$ cat src/rtl/mdu_iter.sv
// mdu_iter: iterative multiply/divide unit (MULT, MULTU, DIV, DIVU) returning {HI, LO}.
// Defining MDU_FAST_MUL_EN gives MULT/MULTU a single-cycle combinational path.
module mdu_iter #(
  parameter int WIDTH = 32
) (
  input  logic               clk,
  input  logic               rst,
  input  logic               start_i,
  input  logic [1:0]         op_i,
  input  logic [WIDTH-1:0]   opdata1_i,
  input  logic [WIDTH-1:0]   opdata2_i,
  input  logic               annul_i,
  output logic [2*WIDTH-1:0] result_o,
  output logic               ready_o,
  output logic               busy_o,
  output logic               div_zero_o
);
  // state   | meaning
  // IDLE    | waiting for start_i; result_o keeps its last value
  // BUSY    | one shift-add or restoring-divide step per cycle
  // DIVZERO | divisor was zero; one cycle, then DONE
  // DONE    | ready_o high until start_i drops
  localparam int CW = $clog2(WIDTH) + 1;
  localparam logic [1:0] IDLE    = 2'd0;
  localparam logic [1:0] BUSY    = 2'd1;
  localparam logic [1:0] DIVZERO = 2'd2;
  localparam logic [1:0] DONE    = 2'd3;

  logic [1:0]         state_q, state_d;
  logic [CW-1:0]      cnt_q, cnt_d;
  logic               is_div_q, is_div_d;
  logic               neg_res_q, neg_res_d;
  logic               neg_rem_q, neg_rem_d;
  logic [WIDTH-1:0]   acc_q, acc_d;
  logic [WIDTH-1:0]   lo_q, lo_d;
  logic [WIDTH-1:0]   opb_q, opb_d;
  logic [2*WIDTH-1:0] result_q, result_d;
  logic               div_zero_q, div_zero_d;

  logic               sign1, sign2;
  logic [WIDTH-1:0]   mag1, mag2;
  logic [WIDTH:0]     mul_sum;
  logic [WIDTH:0]     rem_sh;
  logic [WIDTH-1:0]   div_diff;
  logic               no_borrow;
  logic [WIDTH-1:0]   iter_acc, iter_lo;
  logic [2*WIDTH-1:0] iter_prod, final_res;

  assign sign1 = ~op_i[0] & opdata1_i[WIDTH-1];
  assign sign2 = ~op_i[0] & opdata2_i[WIDTH-1];
  assign mag1  = sign1 ? -opdata1_i : opdata1_i;
  assign mag2  = sign2 ? -opdata2_i : opdata2_i;

  // lo_q holds the multiplier (shifted out) or the dividend (quotient shifted in)
  assign mul_sum   = {1'b0, acc_q} + {1'b0, opb_q};
  assign rem_sh    = {acc_q, lo_q[WIDTH-1]};
  assign no_borrow = rem_sh >= {1'b0, opb_q};
  assign div_diff  = rem_sh[WIDTH-1:0] - opb_q;

  always_comb begin
    if (is_div_q) begin
      iter_acc = no_borrow ? div_diff : rem_sh[WIDTH-1:0];
      iter_lo  = {lo_q[WIDTH-2:0], no_borrow};
    end else if (lo_q[0]) begin
      iter_acc = mul_sum[WIDTH:1];
      iter_lo  = {mul_sum[0], lo_q[WIDTH-1:1]};
    end else begin
      iter_acc = {1'b0, acc_q[WIDTH-1:1]};
      iter_lo  = {acc_q[0], lo_q[WIDTH-1:1]};
    end
  end

  assign iter_prod = {iter_acc, iter_lo};
  assign final_res = is_div_q ? {(neg_rem_q ? -iter_acc : iter_acc), (neg_res_q ? -iter_lo : iter_lo)}
                              : (neg_res_q ? -iter_prod : iter_prod);

`ifdef MDU_FAST_MUL_EN
  logic [2*WIDTH-1:0] fast_mag, fast_prod;
  assign fast_mag  = (2*WIDTH)'(mag1) * (2*WIDTH)'(mag2);
  assign fast_prod = (sign1 ^ sign2) ? -fast_mag : fast_mag;
`endif

  always_comb begin
    state_d    = state_q;
    cnt_d      = cnt_q;
    is_div_d   = is_div_q;
    neg_res_d  = neg_res_q;
    neg_rem_d  = neg_rem_q;
    acc_d      = acc_q;
    lo_d       = lo_q;
    opb_d      = opb_q;
    result_d   = result_q;
    div_zero_d = div_zero_q;
    case (state_q)
      IDLE: begin
        if (start_i && !annul_i) begin
          is_div_d  = op_i[1];
          neg_res_d = sign1 ^ sign2;
          neg_rem_d = sign1;
          acc_d     = '0;
          lo_d      = op_i[1] ? mag1 : mag2;
          opb_d     = op_i[1] ? mag2 : mag1;
          cnt_d     = '0;
          if (op_i[1] && opdata2_i == '0) begin
            state_d = DIVZERO;
          end else begin
            state_d = BUSY;
`ifdef MDU_FAST_MUL_EN
            if (!op_i[1]) begin
              result_d = fast_prod;
              state_d  = DONE;
            end
`endif
          end
        end
      end
      BUSY: begin
        if (annul_i) begin
          state_d    = IDLE;
          div_zero_d = 1'b0;
        end else begin
          acc_d = iter_acc;
          lo_d  = iter_lo;
          cnt_d = cnt_q + CW'(1);
          if (cnt_q == CW'(WIDTH - 1)) begin
            result_d = final_res;
            state_d  = DONE;
          end
        end
      end
      DIVZERO: begin
        state_d    = annul_i ? IDLE : DONE;
        div_zero_d = !annul_i;
        if (!annul_i) result_d = '0;
      end
      default: begin
        if (!start_i) begin
          state_d    = IDLE;
          div_zero_d = 1'b0;
        end
      end
    endcase
  end

  always_ff @(posedge clk) begin
    if (rst) begin
      state_q    <= IDLE;
      cnt_q      <= '0;
      is_div_q   <= 1'b0;
      neg_res_q  <= 1'b0;
      neg_rem_q  <= 1'b0;
      acc_q      <= '0;
      lo_q       <= '0;
      opb_q      <= '0;
      result_q   <= '0;
      div_zero_q <= 1'b0;
    end else begin
      state_q    <= state_d;
      cnt_q      <= cnt_d;
      is_div_q   <= is_div_d;
      neg_res_q  <= neg_res_d;
      neg_rem_q  <= neg_rem_d;
      acc_q      <= acc_d;
      lo_q       <= lo_d;
      opb_q      <= opb_d;
      result_q   <= result_d;
      div_zero_q <= div_zero_d;
    end
  end

  assign result_o   = result_q;
  assign ready_o    = (state_q == DONE);
  assign busy_o     = (state_q == BUSY) || (state_q == DIVZERO);
  assign div_zero_o = div_zero_q;
endmodule

$ cat config.mk
export PLATFORM = sky130hd
export DESIGN_NAME = mdu_iter
export DESIGN_NICKNAME = d
export VERILOG_FILES = /design/src/rtl/mdu_iter.sv
export SDC_FILE = /design/constraint.sdc
export NUM_CORES = 1
export LEC_CHECK = 0
export ABC_AREA = 1
export ABC_CLOCK_PERIOD_IN_PS = 3370
export CELL_PAD_IN_SITES_DETAIL_PLACEMENT = 2
export CELL_PAD_IN_SITES_GLOBAL_PLACEMENT = 2
export CORE_UTILIZATION = 28
export DETAILED_ROUTE_END_ITERATION = 16
export GPL_ROUTABILITY_DRIVEN = 0
export GPL_TIMING_DRIVEN = 1
export PLACE_DENSITY_LB_ADDON = 0.1
export SETUP_SLACK_MARGIN = 0.05
export SLEW_MARGIN = 20
export SYNTH_ARGS = -nofsm -noshare
export SYNTH_HDL_FRONTEND = slang
export SYNTH_SLANG_ARGS = --single-unit
$ cat constraint.sdc
create_clock -name clk -period 3.37 [get_ports clk]
set_input_delay 0.674 -clock clk [delete_from_list [all_inputs] [get_ports clk]]
set_output_delay 0.674 -clock clk [all_outputs]
set_load 0.05 [all_outputs]
==> results of run 1 <==
-- routing by layer --
| layer | wire, um | part of all wire | global-route usage |
|---|---|---|---|
| met3 | 4730 | 0.040 | 0.0343 |
| met1 | 47800 | 0.41 | 0.389 |
| met5 | 13 | 0.00011 | 0 |
| met4 | 7160 | 0.061 | 0.149 |
| met2 | 57200 | 0.49 | 0.552 |
-- worst min-delay path, cell delays in order (launching register included) --
cell and delay (ns):
dfxtp_1 0.31, nand2_1 0.06, a21oi_1 0.05
-- cell type report --
| class | count | share of cell area |
|---|---|---|
| multi-input cells | 2354 | 0.510 |
| repair buffers | 710 | 0.225 |
| flip-flops and latches | 172 | 0.134 |
| inverters | 479 | 0.0687 |
| well taps | 837 | 0.0398 |
| clock buffers | 17 | 0.0162 |
| clock inverters | 14 | 0.00657 |
-- path summary, 6_finish.rpt --
| path | from | endpoint | slack (ns) | cells after the start |
|---|---|---|---|---|
| setup / recovery | opb_q[11] | result_o[51] | -0.94 | 29 |
| hold / removal | result_o[7] | result_o[7] | 0.47 | 2 |
| setup reg to reg | opb_q[11] | result_o[51] | -0.94 | 29 |
| hold reg to reg | result_o[7] | result_o[7] | 0.47 | 2 |
-- logic make-up after synthesis --
| logic type | count (synthesis) | share of synthesized area |
|---|---|---|
| flip-flops | 172 | 0.195 |
| AO/OA/AOI/OAI | 525 | 0.171 |
| AND/OR/NAND/NOR | 1670 | 0.405 |
| adder cells (fa/ha/maj) | 75 | 0.0540 |
| XOR/XNOR | 84 | 0.0416 |
| buffers and inverters | 596 | 0.134 |
-- state kept, by name, indices dropped and copies added, names as in the netlist, 2 cells and up --
signal	cells
cnt_q	6
state_q	2
result_o	64
acc_q	32
opb_q	32
lo_q	32
-- per-stage QoR --
step,TNS (ns),setup WS (ns),util
2_1_floorplan,-0.0255,-0.0130,-
4_1_cts,-12.33,-0.557,0.402
6_report,-23.96,-0.938,0.424
5_1_grt,-25.86,-0.933,0.424
3_3_place_gp,-16.74,-0.518,0.384
3_5_place_dp,-30.15,-0.754,0.384
-- synthesized netlist by cell type (5+ instances only) --
library cell	number	area, um2
a31oi_1	11	68.8
buf_1	10	37.5
buf_6	10	113
o21ai_0	125	626
a21oi_1	253	1270
nand4_1	23	144
buf_2	13	65.1
buf_4	5	37.5
dfxtp_1	172	3440
nor2_1	255	957
nor2_2	30	188
xor2_1	52	455
inv_1	462	1730
a21oi_2	8	70.1
o21bai_1	14	105
nor4_1	9	56.3
ha_1	73	913
nand3_2	15	150
or2_2	13	81.3
o211ai_1	31	233
o31ai_1	7	52.6
nor3_1	26	130
nor2_4	11	124
nand2_1	1002	3760
a22oi_1	9	67.6
nand3_1	230	1150
clkbuf_1	78	293
nand2_2	31	194
o221ai_1	16	140
xnor2_1	32	280
o21ai_1	18	90.1
a221oi_1	18	158
inv_2	15	56.3
nand3b_1	10	75.1
-- what timing repair did --
item / CTS / global route
endpoints found under the setup margin: 52 / 72
gates resized for setup: 125 / 262
pin swaps: 37 / 87
setup buffers: 27 / 49
cloned: 0 / 3
-- power by group through the flow --
stage | registers [uW] | logic, uW | clock network, uW
final | 2310 | 7970 | 2260
after global placement | 2330 | 6140 | 0
after CTS | 2300 | 6730 | 2220
after detailed placement | 2340 | 6430 | 0
after floorplan | 2440 | 3370 | 0
after global routing | 2330 | 8290 | 2340
==> reports/results.ini, run 1 <==
[run_status]
status=complete, but fails checks
violations=negative setup slack

[finish]
stdcell_count=4583
final_cell_mix=884 x nand2_1, 549 x buf_4, 424 x inv_1
layout_commonest_cell=nand2_1
ff_latch_area_um2=3520
drive_above_1_share=0.289
final_nets=3879
multiInputGateArea_um2=13400
n_fill_cell=7535
fin_area_um2=26300
area_growth_pct=48.8
antenna_cells=0

[detailed_routing]
drcViolationCount=0
vias=24700
viasPerCell=5.39
drt_iter0_drc=1543
ant_nets=0
drt-wirelength-per-cell_um=25.5
wirelength_um=117000
dr.pass1.iters=5

[power]
p_leak_uw=0.0127
power_density_nw_per_um2=477
p_switching_uw=6420
netSwitchingFraction=0.512
p_seq_frac=0.185
p_int_uw=6120
peakVddDrop_mv=0.493
p_total_uw=12500
pwr-share-comb=0.635
p_clk_frac=0.180

[critical_path]
path_class=reg2reg
cp_common_cell=nand2_1
cpLargestDelayFamily=simple AND/OR/NAND/NOR gates
cp_num_buf_inv=9
worstPathArrival_ns=4.70
slowest_delay_ns=0.44
path_max_fanout=6
endpoint_kind=flip-flop
cp-start-kind=flip-flop
cp.required_ns=3.76
slowest_stage=dfxtp_2

[logic_synthesis]
yosysWarnings=0
synthArstFlopShare=0
avgSynthCellArea_um2=5.66
synth_edf_count=0
synthFlopType=dfxtp_1
synth.net_count=3267
ys_ff_latch=172
ys_seq_area_frac=0.195
syn_inst=3122
ys_types=57
syn_area_um2=17700

[sta]
relSlewSlack=0.477
holdWs_ns=0.471
finalHoldViolCount=0
min_period_over_period=1.28
finalCriticalPeriod_ns=4.31
rsz0062_at_grt=true
setup_viol=45
tightest_slew_ns=0.784
clock_skew_ns=0.0285
timing.fmax_mhz=232
slew_violations=0
layout_setup_ws_ns=-0.938

[floorplan]
initial_core_util=0.285
rows=91
core-area_um2=62100
dieArea_um2=64100
die_h_um=253
die_w_um=253
ios=137

[place]
portBuffers=136
place_hpwl_um=82800
postPlaceCellArea_um2=23800
dp_cells=4477

[global_routing]
gr-total-overflow=0
grt_pass1_vias=25700
antenna_found_initial=3
grt_max_degree=77
globalRouteTotalUtil=0.317
grt_pass1_wl_um=155000

[clock_tree]
cts-root-buf=clkbuf_16
cts-htree-levels=4
cts_inserted_buffers=17
clk_path_buf_depth=2
cts_hold_buffers=0
clock-sinks=172
clk_latency_ns=0.53
cts_tree=done
cts.reportedPaths.clkPinSlew_ns=0.10

[min_path]
hp-class=reg2reg

[flow_run]
drv_cap=0

No activity file was read; power rests on OpenSTA's default activity.
==> run 2, diff against run 1 <==
--- a/config.mk
+++ b/config.mk
@@ -10,6 +10,7 @@
 export CELL_PAD_IN_SITES_DETAIL_PLACEMENT = 2
 export CELL_PAD_IN_SITES_GLOBAL_PLACEMENT = 2
 export CORE_UTILIZATION = 28
+export CTS_CLUSTER_SIZE = 8
 export DETAILED_ROUTE_END_ITERATION = 16
 export GPL_ROUTABILITY_DRIVEN = 0
 export GPL_TIMING_DRIVEN = 1
==> constraint.sdc (replaced) <==
create_clock -name clk -period 3.37 [get_ports clk]
set_input_delay 0.337 -clock clk [delete_from_list [all_inputs] [get_ports clk]]
set_output_delay 0.337 -clock clk [all_outputs]
set_load 0.05 [all_outputs]
==> run 2 against run 1 <==
Compared with the run above: the run still ends with negative setup slack left; final cell count fell by 0.70%; wire length rose by 0.58%; combinational power up 0.8%; sequential share of layout area rose by 0.21 points; register-to-register slack improved by 0.03 ns; clock power fell by 4%; non-clock buffer count decreased by 33; critical path type unchanged; critical endpoint is now result_o[63].
==> reports/results.ini, run 2 (synthesized netlist as in run 1, its figures left out) <==
[run_status]
status=complete, but fails checks
violations=negative setup slack

[clock_tree]
cts_hold_buffers=0  ; unchanged
cts-root-buf=clkbuf_16
clk_latency_ns=0.52  ; about the same
cts.reportedPaths.clkPinSlew_ns=0.09  ; about the same
clock-sinks=172  ; unchanged
clk_path_buf_depth=2  ; unchanged
cts_tree=done
cts_inserted_buffers=17  ; unchanged
cts-htree-levels=4  ; unchanged

[sta]
tightest_slew_ns=0.971  ; +0.187 ns
setup_viol=56  ; +24%
relSlewSlack=0.346  ; -0.131
fin_setup_tns_ns=-27.09  ; -3.13 ns
finalCriticalPeriod_ns=4.27  ; -0.0347 ns
rsz0062_at_grt=true
clock_skew_ns=0.0229  ; -0.00561 ns
slew_violations=0  ; unchanged
layout_setup_ws_ns=-0.903  ; +0.0347 ns
timing.fmax_mhz=234  ; +0.81%
min_period_over_period=1.27  ; -0.0103
finalHoldViolCount=0  ; unchanged

[critical_path]
cp.depth=27  ; -6.9%
slowest_stage=dfxtp_1
cpLargestDelayFamily=simple AND/OR/NAND/NOR gates
cp_num_buf_inv=6  ; -3
crit_path_start=opb_q[9]
path_class=reg2reg
endpoint_kind=flip-flop
path_max_fanout=5  ; -1
cp-start-kind=flip-flop
cp_common_cell=nand2_1
r2r_slack_ns=-0.90  ; +0.03 ns
slowest_delay_ns=0.41  ; -0.03 ns
timing.rr.start=opb_q[9]
cp.required_ns=3.73  ; -0.03 ns
reg2reg_to=result_o[63]
crit_end=result_o[63]
rr_worst_depth=27  ; -6.9%
worstPathArrival_ns=4.63  ; -0.07 ns

[global_routing]
grt_pass1_vias=25700  ; -0.21%
antenna_found_initial=5  ; +2
grt_pass1_wl_um=157000  ; +1.1%
grt_max_degree=75  ; -2.6%
globalRouteTotalUtil=0.322  ; +0.00497
gr-total-overflow=0  ; unchanged

[detailed_routing]
dr_wl_met3_um=4910  ; +3.7%
wl_met2_um=57000  ; -0.45%
dr.pass1.iters=5  ; unchanged
drt-met1-wl_um=47800  ; about the same
topRoutingLayerUsed=met5
wirelength_um=118000  ; +0.58%
viasPerCell=5.40  ; +0.28%
vias=24600  ; -0.42%
drt_iter0_drc=1751  ; +13%
drt-wirelength-per-cell_um=25.8  ; +1.3%
drcViolationCount=0  ; unchanged
ant_nets=0  ; unchanged

[place]
dp_cells=4444  ; -0.74%
place_hpwl_um=82400  ; -0.46%
postPlaceCellArea_um2=23500  ; -1.1%
portBuffers=136  ; unchanged

[floorplan]
initial_core_util=0.285  ; unchanged
ios=137  ; unchanged
die_h_um=253  ; unchanged
dieArea_um2=64100  ; unchanged
core-area_um2=62100  ; unchanged
rows=91  ; unchanged
die_w_um=253  ; unchanged

[power]
p_leak_uw=0.0125  ; -1.7%
p_total_uw=12500  ; -0.25%
peakVddDrop_mv=0.503  ; +2.0%
power_density_nw_per_um2=485  ; +1.7%

[finish]
area_growth_pct=45.9
largest_register_ffs=64  ; unchanged
stdcell_count=4551  ; -0.70%
layout_commonest_cell=nand2_1
ff_latch_area_um2=3500  ; -0.39%
multiInputGateArea_um2=13200  ; -1.2%
final_cell_mix=901 x nand2_1, 522 x buf_4, 435 x inv_1
fin_area_um2=25800  ; -2.0%
n_fill_cell=7561  ; +0.35%
drive_above_1_share=0.266  ; -0.0233
final_nets=3846  ; -0.85%

[flow_run]
drv_cap=0  ; unchanged

[min_path]
hp-class=in2reg

[run 2: cell count changes in the layout (fill, tap and decap cells not counted), sizes merged]
cell,previous run,this run
buf,571,541
diode,0,1
dlymetal6s2s,3,0
bufinv,1,0
clkdlybuf4s50,132,135
clkinv,6,5
clkbuf,21,20
[run 2: area by class of cell]
type | count | area share
Inverter | 479 | 0.0698
Timing Repair Buffer | 677 | 0.218
Antenna cell | 1 | 0.0000971
Tap cell | 837 | 0.0406
Sequential cell | 172 | 0.136
Clock buffer | 19 | 0.0176
Clock inverter | 12 | 0.00476
Multi-Input combinational cell | 2354 | 0.513
[run 2: worst min-delay path, stage by stage]
cell,delay [ns]
buf_4,0.09
inv_1,0.03
buf_4,0.26
o211a_1,0.19
[run 2: report_power, final]
group | leakage, uW | internal, uW | switching (uW) | total, uW
logic | 0.0107 | 2850 | 5180 | 8030
registers | 0.00142 | 2190 | 120 | 2310
clock network | 0.000286 | 1020 | 1150 | 2160
total | 0.0125 | 6060 | 6450 | 12500
[run 2: worst min path at each step]
stage,start,end,slack [ns],cells past startpoint
after floorplan,cnt_q[1],cnt_q[1],0.46,2
after global placement,result_o[27],result_o[27],0.45,2
after detailed placement,result_o[47],result_o[47],0.46,2
after CTS,rst,opb_q[23],0.44,5
after global routing,rst,cnt_q[0],0.47,4
final,rst,cnt_q[0],0.45,4
[run 2: stage by stage]
stage,hold WS (ns),setup slack [ns],util
after floorplan,0.458,-0.0130,-
after global placement,0.455,-0.560,0.379
after detailed placement,0.460,-0.788,0.379
after CTS,0.436,-0.572,0.401
after global routing,0.469,-1.07,0.415
final,0.448,-0.903,0.415
[run 2: routing by layer]
| metal | GRT usage | up-vias |
|---|---|---|
| li1 | - | 11100 |
| met1 | 0.393 | 12300 |
| met2 | 0.563 | 819 |
| met3 | 0.0326 | 327 |
| met4 | 0.157 | 2 |
| met5 | 0 | - |
[run 2: what timing repair did]
| item | 4_1_cts | 5_1_grt |
|---|---|---|
| gates cloned | 0 | 1 |
| gates resized for setup | 154 | 151 |
| endpoints found under the setup margin | 41 | 56 |
| pin swaps | 56 | 52 |
| buffers inserted | 37 | 41 |
==> run 3, diff against run 2 <==
--- a/config.mk
+++ b/config.mk
@@ -9,6 +9,7 @@
 export ABC_CLOCK_PERIOD_IN_PS = 3370
 export CELL_PAD_IN_SITES_DETAIL_PLACEMENT = 2
 export CELL_PAD_IN_SITES_GLOBAL_PLACEMENT = 2
+export CORE_MARGIN = 4
 export CORE_UTILIZATION = 28
 export CTS_CLUSTER_SIZE = 8
 export DETAILED_ROUTE_END_ITERATION = 16
==> run 3 against run 2 <==
Compared with the run above: the flow still finishes with violations (negative setup slack); critical path depth rose by 3; first-iteration DRC count fell by 22%; sequential power barely moved; wire length fell by 5.7%; power fell by 2.1%; final cell count barely moved; critical path type unchanged; critical endpoint is now result_o[44]; highest routed layer is now met4.
==> reports/results.ini, run 3 (synthesized netlist as in run 1, its figures left out) <==
[detailed_routing]
vias=24100  ; -2.0%
drt_iter0_drc=1367  ; -22%
drt-wirelength-per-cell_um=24.4  ; -5.6%
dr.pass1.iters=6  ; +1
drcViolationCount=0  ; unchanged
wirelength_um=111000  ; -5.7%
ant_nets=0  ; unchanged
viasPerCell=5.30  ; -1.9%

[floorplan]
initial_core_util=0.285  ; unchanged
dieArea_um2=67200  ; +4.8%
rows=91  ; unchanged
ios=137  ; unchanged
die_h_um=259  ; +2.4%
die_w_um=259  ; +2.4%
core-area_um2=62100  ; unchanged

[sta]
finalCriticalPeriod_ns=4.35  ; +0.0742 ns
relSlewSlack=0.370  ; +0.0247
holdWs_ns=0.459  ; +0.0116 ns
clock_skew_ns=0.0163  ; -0.00659 ns
tightest_slew_ns=0.935  ; -0.0367 ns
setup_viol=48  ; -14%
layout_setup_ws_ns=-0.978  ; -0.0742 ns
min_period_over_period=1.29  ; +0.0220
timing.fmax_mhz=230  ; -1.7%
rsz0062_at_grt=true
finalHoldViolCount=0  ; unchanged
slew_violations=0  ; unchanged

[clock_tree]
cts_tree=done
clk_latency_ns=0.52  ; about the same
cts.reportedPaths.clkPinSlew_ns=0.08  ; about the same
cts-root-buf=clkbuf_16
cts_inserted_buffers=17  ; unchanged
clock-sinks=172  ; unchanged
cts_hold_buffers=0  ; unchanged
cts-htree-levels=4  ; unchanged
clk_path_buf_depth=2  ; unchanged

[finish]
final_cell_mix=879 x nand2_1, 515 x buf_4, 432 x inv_1
n_fill_cell=7572  ; +0.15%
fin_area_um2=25900  ; +0.48%
area_growth_pct=46.6
layout_commonest_cell=nand2_1
drive_above_1_share=0.278  ; +0.0115
largest_register_ffs=64  ; unchanged
final_nets=3843  ; -0.078%
antenna_cells=0  ; -1
stdcell_count=4548  ; -0.066%

[critical_path]
slowest_stage=dfxtp_1
cp_common_cell=nand2_1
r2r_slack_ns=-0.98  ; -0.07 ns
cp.required_ns=3.81  ; +0.08 ns
path_class=reg2reg
cp_num_buf_inv=3  ; -3
cpLargestDelayFamily=simple AND/OR/NAND/NOR gates
slowest_delay_ns=0.38  ; -0.03 ns
cp-start-kind=flip-flop
endpoint_kind=flip-flop
path_max_fanout=4  ; -1
worstPathArrival_ns=4.79  ; +0.16 ns

[power]
netSwitchingFraction=0.506  ; -0.00941
p_clk_frac=0.175  ; +0.002
p_seq_frac=0.188  ; +0.004
power_density_nw_per_um2=473  ; -2.5%
pwr-share-comb=0.637  ; -0.005
p_total_uw=12200  ; -2.1%
p_switching_uw=6200  ; -3.9%
p_leak_uw=0.0124  ; about the same
p_int_uw=6050  ; -0.17%
peakVddDrop_mv=0.434  ; -14%

[place]
postPlaceCellArea_um2=23600  ; about the same
dp_slack_ns=-0.701  ; +0.0872 ns
place_hpwl_um=82600  ; +0.14%
portBuffers=136  ; unchanged
dp_cells=4442  ; -0.045%

[global_routing]
gr-total-overflow=0  ; unchanged
grt_max_degree=81  ; +8.0%
grt_pass1_wl_um=155000  ; -1.2%
grt_pass1_vias=25700  ; -0.047%
antenna_found_initial=4  ; -1
globalRouteTotalUtil=0.298  ; -0.0249

[min_path]
hp-class=in2reg

[run_status]
status=complete, but fails checks
violations=negative setup slack

[flow_run]
drv_cap=0  ; unchanged

==> run 3: changes by cell type in the layout (fill, tap and decap cells not counted), moves of 9 or more <==
cell     before  now
dfxtp_1     129  119
dfxtp_2      41   52
nand2_1     901  879
nand2_2     102  115
nand2_4      33   42
==> run 3: power groups by stage <==
stage / sequential (uW) / clock, uW / combinational (uW)
3_5_place_dp: 2340 / 0 / 6390
5_1_grt: 2330 / 2240 / 8220
3_3_place_gp: 2330 / 0 / 6120
2_1_floorplan: 2440 / 0 / 3370
4_1_cts: 2300 / 2150 / 6800
6_report: 2310 / 2140 / 7800
==> run 3: repair_timing <==
item                                    CTS  global route
endpoints found under the setup margin   42            53
pin swaps                                36            55
gates resized for setup                 156           209
setup buffers                            34            40
cloned                                    0             1
==> run 3: metal layers <==
metal,track usage,up-vias,share of wire
li1,-,11100,-
met1,0.366,12200,0.42
met2,0.531,616,0.49
met3,0.0303,227,0.037
met4,0.123,0,0.055
met5,0,-,0
==> run 3: metrics by stage <==
step	util	setup TNS, ns
floorplan	-	-0.0255
global placement	0.380	-11.13
detailed placement	0.380	-18.47
CTS	0.400	-7.35
global route	0.417	-28.86
finish	0.417	-22.91
==> run 3: path summary, 6_finish.rpt <==
kind | cells past startpoint | endpoint | start
worst min-delay path | 5 | opb_q[14] | rst
worst max register to register | 30 | result_o[44] | opb_q[13]
worst min register to register | 2 | result_o[45] | result_o[45]
worst max-delay path | 30 | result_o[44] | opb_q[13]
==> run 3: area by class of cell <==
cell class | instances | area, um2 | share of cell area
sequential | 172 | 3510 | 0.136
timing repair buffer | 674 | 5610 | 0.217
clock inverter | 14 | 143 | 0.00551
inverter | 479 | 1800 | 0.0694
multi-input combinational | 2354 | 13400 | 0.516
tap | 837 | 1050 | 0.0404
clock buffer | 18 | 429 | 0.0166
==> run 3: tightest hold or removal path: stages <==
cell and delay [ns]:
buf_4 0.09, inv_1 0.04, buf_4 0.27, nand2_1 0.13, inv_1 0.03
